## config.mk

```make
export PLATFORM = sky130hd
export DESIGN_NAME = led_blinker_multi
export DESIGN_NICKNAME = d
export VERILOG_FILES = /design/src/rtl/led_blinker_multi.sv
export SDC_FILE = /design/constraint.sdc
export NUM_CORES = 1
export LEC_CHECK = 0
export ABC_AREA = 1
export CORE_MARGIN = 2
export CORE_UTILIZATION = 58
export CTS_BUF_LIST = sky130_fd_sc_hd__clkbuf_4
export CTS_CLUSTER_SIZE = 10
export DETAILED_ROUTE_END_ITERATION = 8
export HOLD_SLACK_MARGIN = 0.15
export PLACE_DENSITY_LB_ADDON = 0.3
export SYNTH_ARGS = -nofsm -noshare
export SYNTH_HDL_FRONTEND = slang
export SYNTH_SLANG_ARGS = --single-unit
```

## constraint.sdc

```tcl
create_clock -name clk -period 2.2 [get_ports clk]
set_clock_uncertainty 0.1 [all_clocks]
set_input_delay 0.55 -clock clk [delete_from_list [all_inputs] [get_ports clk]]
set_output_delay 0.55 -clock clk [all_outputs]
set_load 0.05 [all_outputs]
```

## src/rtl/led_blinker_multi.sv

```systemverilog
// Multi-channel LED driver: shared tick prescaler plus per-channel OFF/ON/BLINK/BURST sequencer.
// Configuration arrives through a valid/ready port; each accepted write reloads one channel.
//
// state     | meaning
// S_OFF     | led dark, ignores ticks
// S_ON      | led lit, ignores ticks
// S_BL_ON   | blink, lit half-period
// S_BL_OFF  | blink, dark half-period
// S_BU_ON   | burst, lit half-period
// S_BU_OFF  | burst, dark half-period; decrements remain at its end
module led_blinker_multi #(
  parameter int CHANNELS = 4,
  parameter int CLK_HZ   = 50000000,
  parameter int TICK_HZ  = 1000,
  parameter int HALF_W   = 16,
  parameter int CNT_W    = 8,
  localparam int CH_W    = (CHANNELS > 1) ? $clog2(CHANNELS) : 1
) (
  input  logic                clk,
  input  logic                rst,
  input  logic                cfg_valid,
  output logic                cfg_ready,
  input  logic [CH_W-1:0]     cfg_ch,
  input  logic [1:0]          cfg_mode,
  input  logic [HALF_W-1:0]   cfg_half,
  input  logic [CNT_W-1:0]    cfg_count,
  output logic [CHANNELS-1:0] led,
  output logic [CHANNELS-1:0] busy,
  output logic [CHANNELS-1:0] done
);

  localparam int P  = CLK_HZ / TICK_HZ;
  localparam int PW = (P > 1) ? $clog2(P) : 1;

  localparam logic [2:0] S_OFF    = 3'd0;
  localparam logic [2:0] S_ON     = 3'd1;
  localparam logic [2:0] S_BL_ON  = 3'd2;
  localparam logic [2:0] S_BL_OFF = 3'd3;
  localparam logic [2:0] S_BU_ON  = 3'd4;
  localparam logic [2:0] S_BU_OFF = 3'd5;

  logic [PW-1:0]     pre_cnt;
  logic              tick;
  logic              rdy_q;
  logic              accept;
  logic [HALF_W-1:0] half_eff;

  // Prescaler free-runs; configuration never disturbs it.
  assign tick = (pre_cnt == PW'(P - 1));

  always_ff @(posedge clk) begin
    if (rst) begin
      pre_cnt <= '0;
    end else if (tick) begin
      pre_cnt <= '0;
    end else begin
      pre_cnt <= pre_cnt + PW'(1);
    end
  end

  always_ff @(posedge clk) begin
    if (rst) begin
      rdy_q <= 1'b0;
    end else begin
      rdy_q <= 1'b1;
    end
  end

  assign cfg_ready = rdy_q;
  assign accept    = cfg_valid && rdy_q;
  assign half_eff  = (cfg_half == '0) ? HALF_W'(1) : cfg_half;

  for (genvar c = 0; c < CHANNELS; c++) begin : g_ch
    logic [2:0]        state;
    logic [HALF_W-1:0] half_q;
    logic [HALF_W-1:0] phase;
    logic [CNT_W-1:0]  remain;
    logic              led_q;
    logic              busy_q;
    logic              done_q;
    logic              hit;
    logic              phase_end;

    assign hit       = accept && (cfg_ch == CH_W'(c));
    assign phase_end = (phase == half_q - HALF_W'(1));

    // A write to this channel takes priority over a coincident tick.
    always_ff @(posedge clk) begin
      if (rst) begin
        state  <= S_OFF;
        half_q <= HALF_W'(1);
        phase  <= '0;
        remain <= '0;
        led_q  <= 1'b0;
        busy_q <= 1'b0;
        done_q <= 1'b0;
      end else begin
        done_q <= 1'b0;
        if (hit) begin
          half_q <= half_eff;
          phase  <= '0;
          remain <= cfg_count;
          case (cfg_mode)
            2'd0: begin
              state  <= S_OFF;
              led_q  <= 1'b0;
              busy_q <= 1'b0;
            end
            2'd1: begin
              state  <= S_ON;
              led_q  <= 1'b1;
              busy_q <= 1'b0;
            end
            2'd2: begin
              state  <= S_BL_ON;
              led_q  <= 1'b1;
              busy_q <= 1'b0;
            end
            default: begin
              if (cfg_count == '0) begin
                state  <= S_OFF;
                led_q  <= 1'b0;
                busy_q <= 1'b0;
                done_q <= 1'b1;
              end else begin
                state  <= S_BU_ON;
                led_q  <= 1'b1;
                busy_q <= 1'b1;
              end
            end
          endcase
        end else if (tick && (state >= S_BL_ON)) begin
          if (!phase_end) begin
            phase <= phase + HALF_W'(1);
          end else begin
            phase <= '0;
            case (state)
              S_BL_ON: begin
                state <= S_BL_OFF;
                led_q <= 1'b0;
              end
              S_BL_OFF: begin
                state <= S_BL_ON;
                led_q <= 1'b1;
              end
              S_BU_ON: begin
                state <= S_BU_OFF;
                led_q <= 1'b0;
              end
              S_BU_OFF: begin
                remain <= remain - CNT_W'(1);
                if (remain == CNT_W'(1)) begin
                  state  <= S_OFF;
                  busy_q <= 1'b0;
                  done_q <= 1'b1;
                end else begin
                  state <= S_BU_ON;
                  led_q <= 1'b1;
                end
              end
              default: begin
                state  <= S_OFF;
                led_q  <= 1'b0;
                busy_q <= 1'b0;
              end
            endcase
          end
        end
      end
    end

    assign led[c]  = led_q;
    assign busy[c] = busy_q;
    assign done[c] = done_q;
  end

endmodule

```

; Word level (Yosys, flattened, before mapping)
; Index checks and enable logic that the tools add are counted.
[word_totals]
output_inout_bits = 13
elab_cells = 250
register_bits = 201
inputBits = 31
[classes]
magnitude_cmp = 4
n_addsub = 13
n_reduce_logical = 52
muxes = 109
n_eq_ne = 42
[op_table]
columns = operator, count
row1 = $mux W8, 16
row2 = $add A16 B1 Y16 const B, 5
row3 = $mux W16, 5
row4 = $eq A16 B16 Y1, 4
row5 = $sub A16 B1 Y16 const B, 4
row6 = $mux W1, 57
row7 = $mux W3, 17
row8 = $pmux W3 S4, 4
row9 = $eq A8 B1 Y1 const B, 4
row10 = $sub A8 B1 Y8 const B, 4
row11 = $eq A3 B2 Y1 const B, 8
row12 = $eq A3 B3 Y1 const B, 8
row13 = $ne A3 B3 Y1 const B, 8
row14 = $reduce_and A3 Y1, 8
row15 = $reduce_bool A2 Y1, 12
row16 = $pmux W1 S2, 9
row17 = $eq A16 B16 Y1 const B, 1
row18 = $logic_not A16 Y1, 1
row19 = $reduce_and A4 Y1, 4
row20 = $reduce_or A3 Y1, 5
row21 = $ge A3 B2 Y1 const B, 4
row22 = $reduce_or A2 Y1, 6
row23 = $logic_and A1 B1 Y1, 9
row24 = $pmux W3 S3, 1
row25 = other kinds (6), 16

; Logic depth before layout (Yosys ltp)
[logic_depth]
ltp_word = 6
depth_mapped = 17
ltp_nobuf = 16

; Worst setup path after synthesis
; Ideal clock, no wire load.
[synth_path]
path_kind = reg-to-reg
start = reg rdy_q, in the netlist cfg_ready
end = reg g_ch[2].led_q
period_less_slack_ns = 2.155
t_required_ns = 1.985
stages_incl_launch_ff = 9
slack_ns = 0.045
setup_ns = 0.115
n_path_buf = 1
arrival_ns = 1.940
path_cell_list = dfxtp_1 -> nand2_1 -> nor3_1 -> inv_1 -> clkbuf_1 -> a21oi_1 -> nand3_1 -> nand2_1 -> nor2_1
[synth_via]
elab_chain_len = 4
word_cells_on_any_way = 7
classes_between = 1 x eq/ne / 1 x mux / 5 x reduce/logical
[synth_lines]
columns = element, line
row1 = from (decl), 44  ; logic rdy_q;
row2 = from (signal assigned), 63  ; rdy_q <= 1'b0;
row3 = from (signal assigned), 65  ; rdy_q <= 1'b1;
row4 = $logic_and A1 B1 Y1 *, 70  ; assign accept = cfg_valid && rdy_q;
row5 = $logic_and A1 B1 Y1 *, 84  ; assign hit = accept && (cfg_ch == CH_W'(c));
row6 = $ne A3 B3 Y1 (no source line) or $reduce_bool A2 Y1 (tied branches), --
row7 = $reduce_and A3 Y1 (no source line), --
row8 = to (signal assigned), 94  ; led_q <= 1'b0;
row9 = to (signal assigned), 106  ; led_q <= 1'b0;
row10 = to (signal assigned), 111  ; led_q <= 1'b1;
row11 = to (decl), 78  ; logic led_q;
; Mark *: on every way between the ends. The rest lies on a longest branch, timed or not.
; A chain may end at the register's enable or synchronous reset.

; Final worst setup path
[layout_path]
start = reg g_ch[1].half_q[1]
end = reg g_ch[1].phase[2]
[layout_via]
elab_chain_len = 3
[layout_lines]
columns = element, line
row1 = from (decl), 75  ; logic [HALF_W-1:0] half_q;
row2 = from (signal assigned), 100  ; half_q <= half_eff;
row3 = $sub A16 B1 Y16, 85  ; assign phase_end = (phase == half_q - HALF_W'(1));
row4 = $eq A16 B16 Y1, 85
row5 = $mux W16, 133  ; if (!phase_end) begin
row6 = to (signal assigned), 134  ; phase <= phase + HALF_W'(1);
row7 = to (decl), 76  ; logic [HALF_W-1:0] phase;
; No other way between the ends.

==> results <==
==> worst paths after layout <==
path | from | endpoint
max | g_ch[1].half_q[1] | g_ch[1].phase[2]
min | g_ch[2].half_q[15] | g_ch[2].half_q[15]
max reg2reg | g_ch[1].half_q[1] | g_ch[1].phase[2]
min reg2reg | g_ch[2].half_q[15] | g_ch[2].half_q[15]
==> Yosys cell counts (3+ instances only) <==
cell        n  area share
nand3_4     3      0.0039
nand3b_1   16      0.0089
nand2_1   558        0.16
o21ai_1     8      0.0030
xnor2_1    31       0.020
nor4_1     14      0.0065
o21bai_1    4      0.0022
nor2_4     19       0.016
inv_1     275       0.077
dfxtp_1   201        0.30
and2_1      6      0.0028
nor2_1    310       0.086
nand2_2    17      0.0079
nor2_2     19      0.0088
nand3_1   164       0.061
nand4_1    45       0.021
xor2_1     59       0.038
buf_2       8      0.0030
nand3_2     3      0.0022
o22ai_1    46       0.021
nor3_1     44       0.016
nor3_2      3      0.0022
buf_4      17      0.0095
ha_1       31       0.029
clkbuf_1   29      0.0081
a211oi_1    4      0.0022
a21oi_1    72       0.027
o31ai_1     6      0.0033
o21ai_0    86       0.032
inv_2       7      0.0020
nor3b_1    10      0.0056
==> final cells by class <==
cell class / instances / share of cell area
diodes: 1 / 0.000138
flip-flops and latches: 201 / 0.223
well taps: 285 / 0.0197
inverters: 282 / 0.0585
clock inverters: 31 / 0.0130
clock buffers: 65 / 0.0269
multi-input cells: 1598 / 0.507
repair buffers: 313 / 0.152
==> metrics by stage <==
step	cells	utilization	power (uW)	hold slack, ns
2_1_floorplan	2140	-	4620	0.318
5_1_grt	2776	0.799	9350	0.425
3_5_place_dp	2623	0.691	5140	0.370
3_3_place_gp	2623	0.691	5120	0.359
4_1_cts	2739	0.742	8790	0.389
6_report	2776	0.799	9030	0.385
==> power by group <==
group          leakage, uW  switching, uW  total, uW  internal [uW]
clock network     0.000429           1750       3640           1890
logic              0.00645            944       1630            689
registers          0.00163           64.4       3760           3700
total              0.00851           2750       9030           6280
==> layer usage <==
metal,global-route usage,wire [um],share of wire
met2,0.551,21100,0.47
met3,0.0656,4270,0.095
met4,0.147,2190,0.049
met5,0,0,0
met1,0.422,17600,0.39
==> timing repair <==
item / in CTS / in global routing
gates resized for setup: 88 / 278
buffers inserted: 19 / 38
setup endpoints to repair: 114 / 121
gates cloned: 1 / 2
pin swaps: 29 / 115
==> worst register-to-register path: stages (launching register included) <==
cell and delay, ns:
dfxtp_2 0.32, inv_2 0.05, ha_4 0.23, nand2_1 0.06, inv_1 0.04, nor2_2 0.11, nand2_1 0.10, nor2_1 0.15
nand3_1 0.10, nor2_1 0.14, nand2_1 0.08, nor2_2 0.15, buf_4 0.15, nand3_4 0.12, nand2_4 0.12, buf_12 0.14
nor3_1 0.06
==> state kept, by name, indices dropped and copies added, names as in the netlist <==
name,count
g_ch.busy_q,4
g_ch.phase,64
g_ch.led_q,4
g_ch.state,12
cfg_ready,1
pre_cnt,16
g_ch.remain,32
g_ch.half_q,64
g_ch.done_q,4
==> cells by family after synthesis <==
group / count (synthesis)
buffers and inverters: 342
flip-flops: 201
AO/OA/AOI/OAI: 232
AND/OR/NAND/NOR: 1243
adder cells (fa/ha/maj): 31
XOR/XNOR: 91
==> results.cfg <==
[sta]
finalHoldViolCount = 0
slew_headroom = 0.595
setup_tns_ns = -3.35
fmax_mhz = 431
min_period_ns = 2.32
finalSetupViolCount = 65
fin_ws_ns = -0.122
rsz0062_at_grt = true
maxSlewViolCount = 0
worst_slew_pin_slew_ns = 0.603
period_share = 1.06

[floorplan]
initial_core_util = 0.593
die_h_um = 156
core-area_um2 = 22700
die_w_um = 156
die_area_um2 = 24500
rows = 55
ios = 44

[global_routing]
antenna_found_initial = 1
grtUsageTotal = 0.333
grt_max_degree = 21
grt_pass1_wl_um = 66000
grt_pass1_vias = 14000
grt_overflow_total = 0

[final_layout]
register_area_um2 = 4050
final_area_um2 = 18100
layout_commonest_cell = nand2_1
nets = 2513
syn2layout_area_growth_pct = 34.7
final_cell_mix = nand2_1, inv_1, nor2_1, buf_4, dfxtp_1
multi_input_area_um2 = 9200
fillers = 1512
drive_above_1_share = 0.272

[route]
num_vias = 15700
drt-total-wl_um = 45100
ant_nets = 0
drc_errors = 0
drt_first_pass_iters = 6
drtIter0Drc = 1556
avgViaCountPerCell = 5.64
wl_per_cell_um = 16.3

[setup_path]
critPathTopFamily = simple AND/OR/NAND/NOR gates
cp_num_buf_inv = 4
crit_cells = 16
r2r_setup_slack_ns = -0.12
crit_required_ns = 2.67
criticalPathCategory = flop to flop
cp.arrival_ns = 2.79
path_max_fanout = 12
slowest_stage = dfxtp_2
endpoint_kind = flop
slowest_delay_ns = 0.32
cp-start-kind = flop
reg2regPathDepth = 16
crit_chain = inv_2 > ha_4 > nand2_1 > inv_1 > nor2_2 > nand2_1 > nor2_1 > nand3_1 > nor2_1 > nand2_1 > nor2_2 > buf_4 > nand3_4 > nand2_4 > buf_12 > nor3_1
crit_top_cell = nand2_1

[synth]
async_flop_share = 0
synthCells = 2140
synth_mux_area_frac = 0
synth_top_family_by_area = simple AND/OR/NAND/NOR gates
avgSynthCellArea_um2 = 6.30
synth_fa_ha_area_frac = 0.0288
synth_nets = 2202
yosys.cell_types.count = 50
yosys.area_share.simple = 0.416
synth_xor_xnor_area_share = 0.0597
synthFlopType = dfxtp_1
synth_seq_area_share = 0.299
ys.warnings.count = 0
ys_seq_elements = 201
synthesis.area_um2 = 13500
synth-compound-area-share = 0.0945
synth_edf_count = 0

[status]
violations = setup timing
status = finished with violations

[clock_tree]
clock_sinks = 201
holdBufCountCts = 0
root_buffer = clkbuf_4
cts_tree = done
htree_levels = 2
cts_buffers = 55
cts_buffer_depth = 3
clk_latency_ns = 0.73
path_clk_slew_ns = 0.08

[power]
p_per_area_nw_per_um2 = 498
power_leakage_uw = 0.00851
ir_drop_mv = 0.629

[place]
numPortBuffers = 43
dp_slack_ns = -0.302
hpwlAfterDp_um = 30200
place_congestion = 0.955
placed_area_um2 = 15700

[min_path]
hp-class = flop to flop
hold_depth = 2

[run]
maxCapViolCount = 0
No activity file was read; power rests on OpenSTA's default activity.
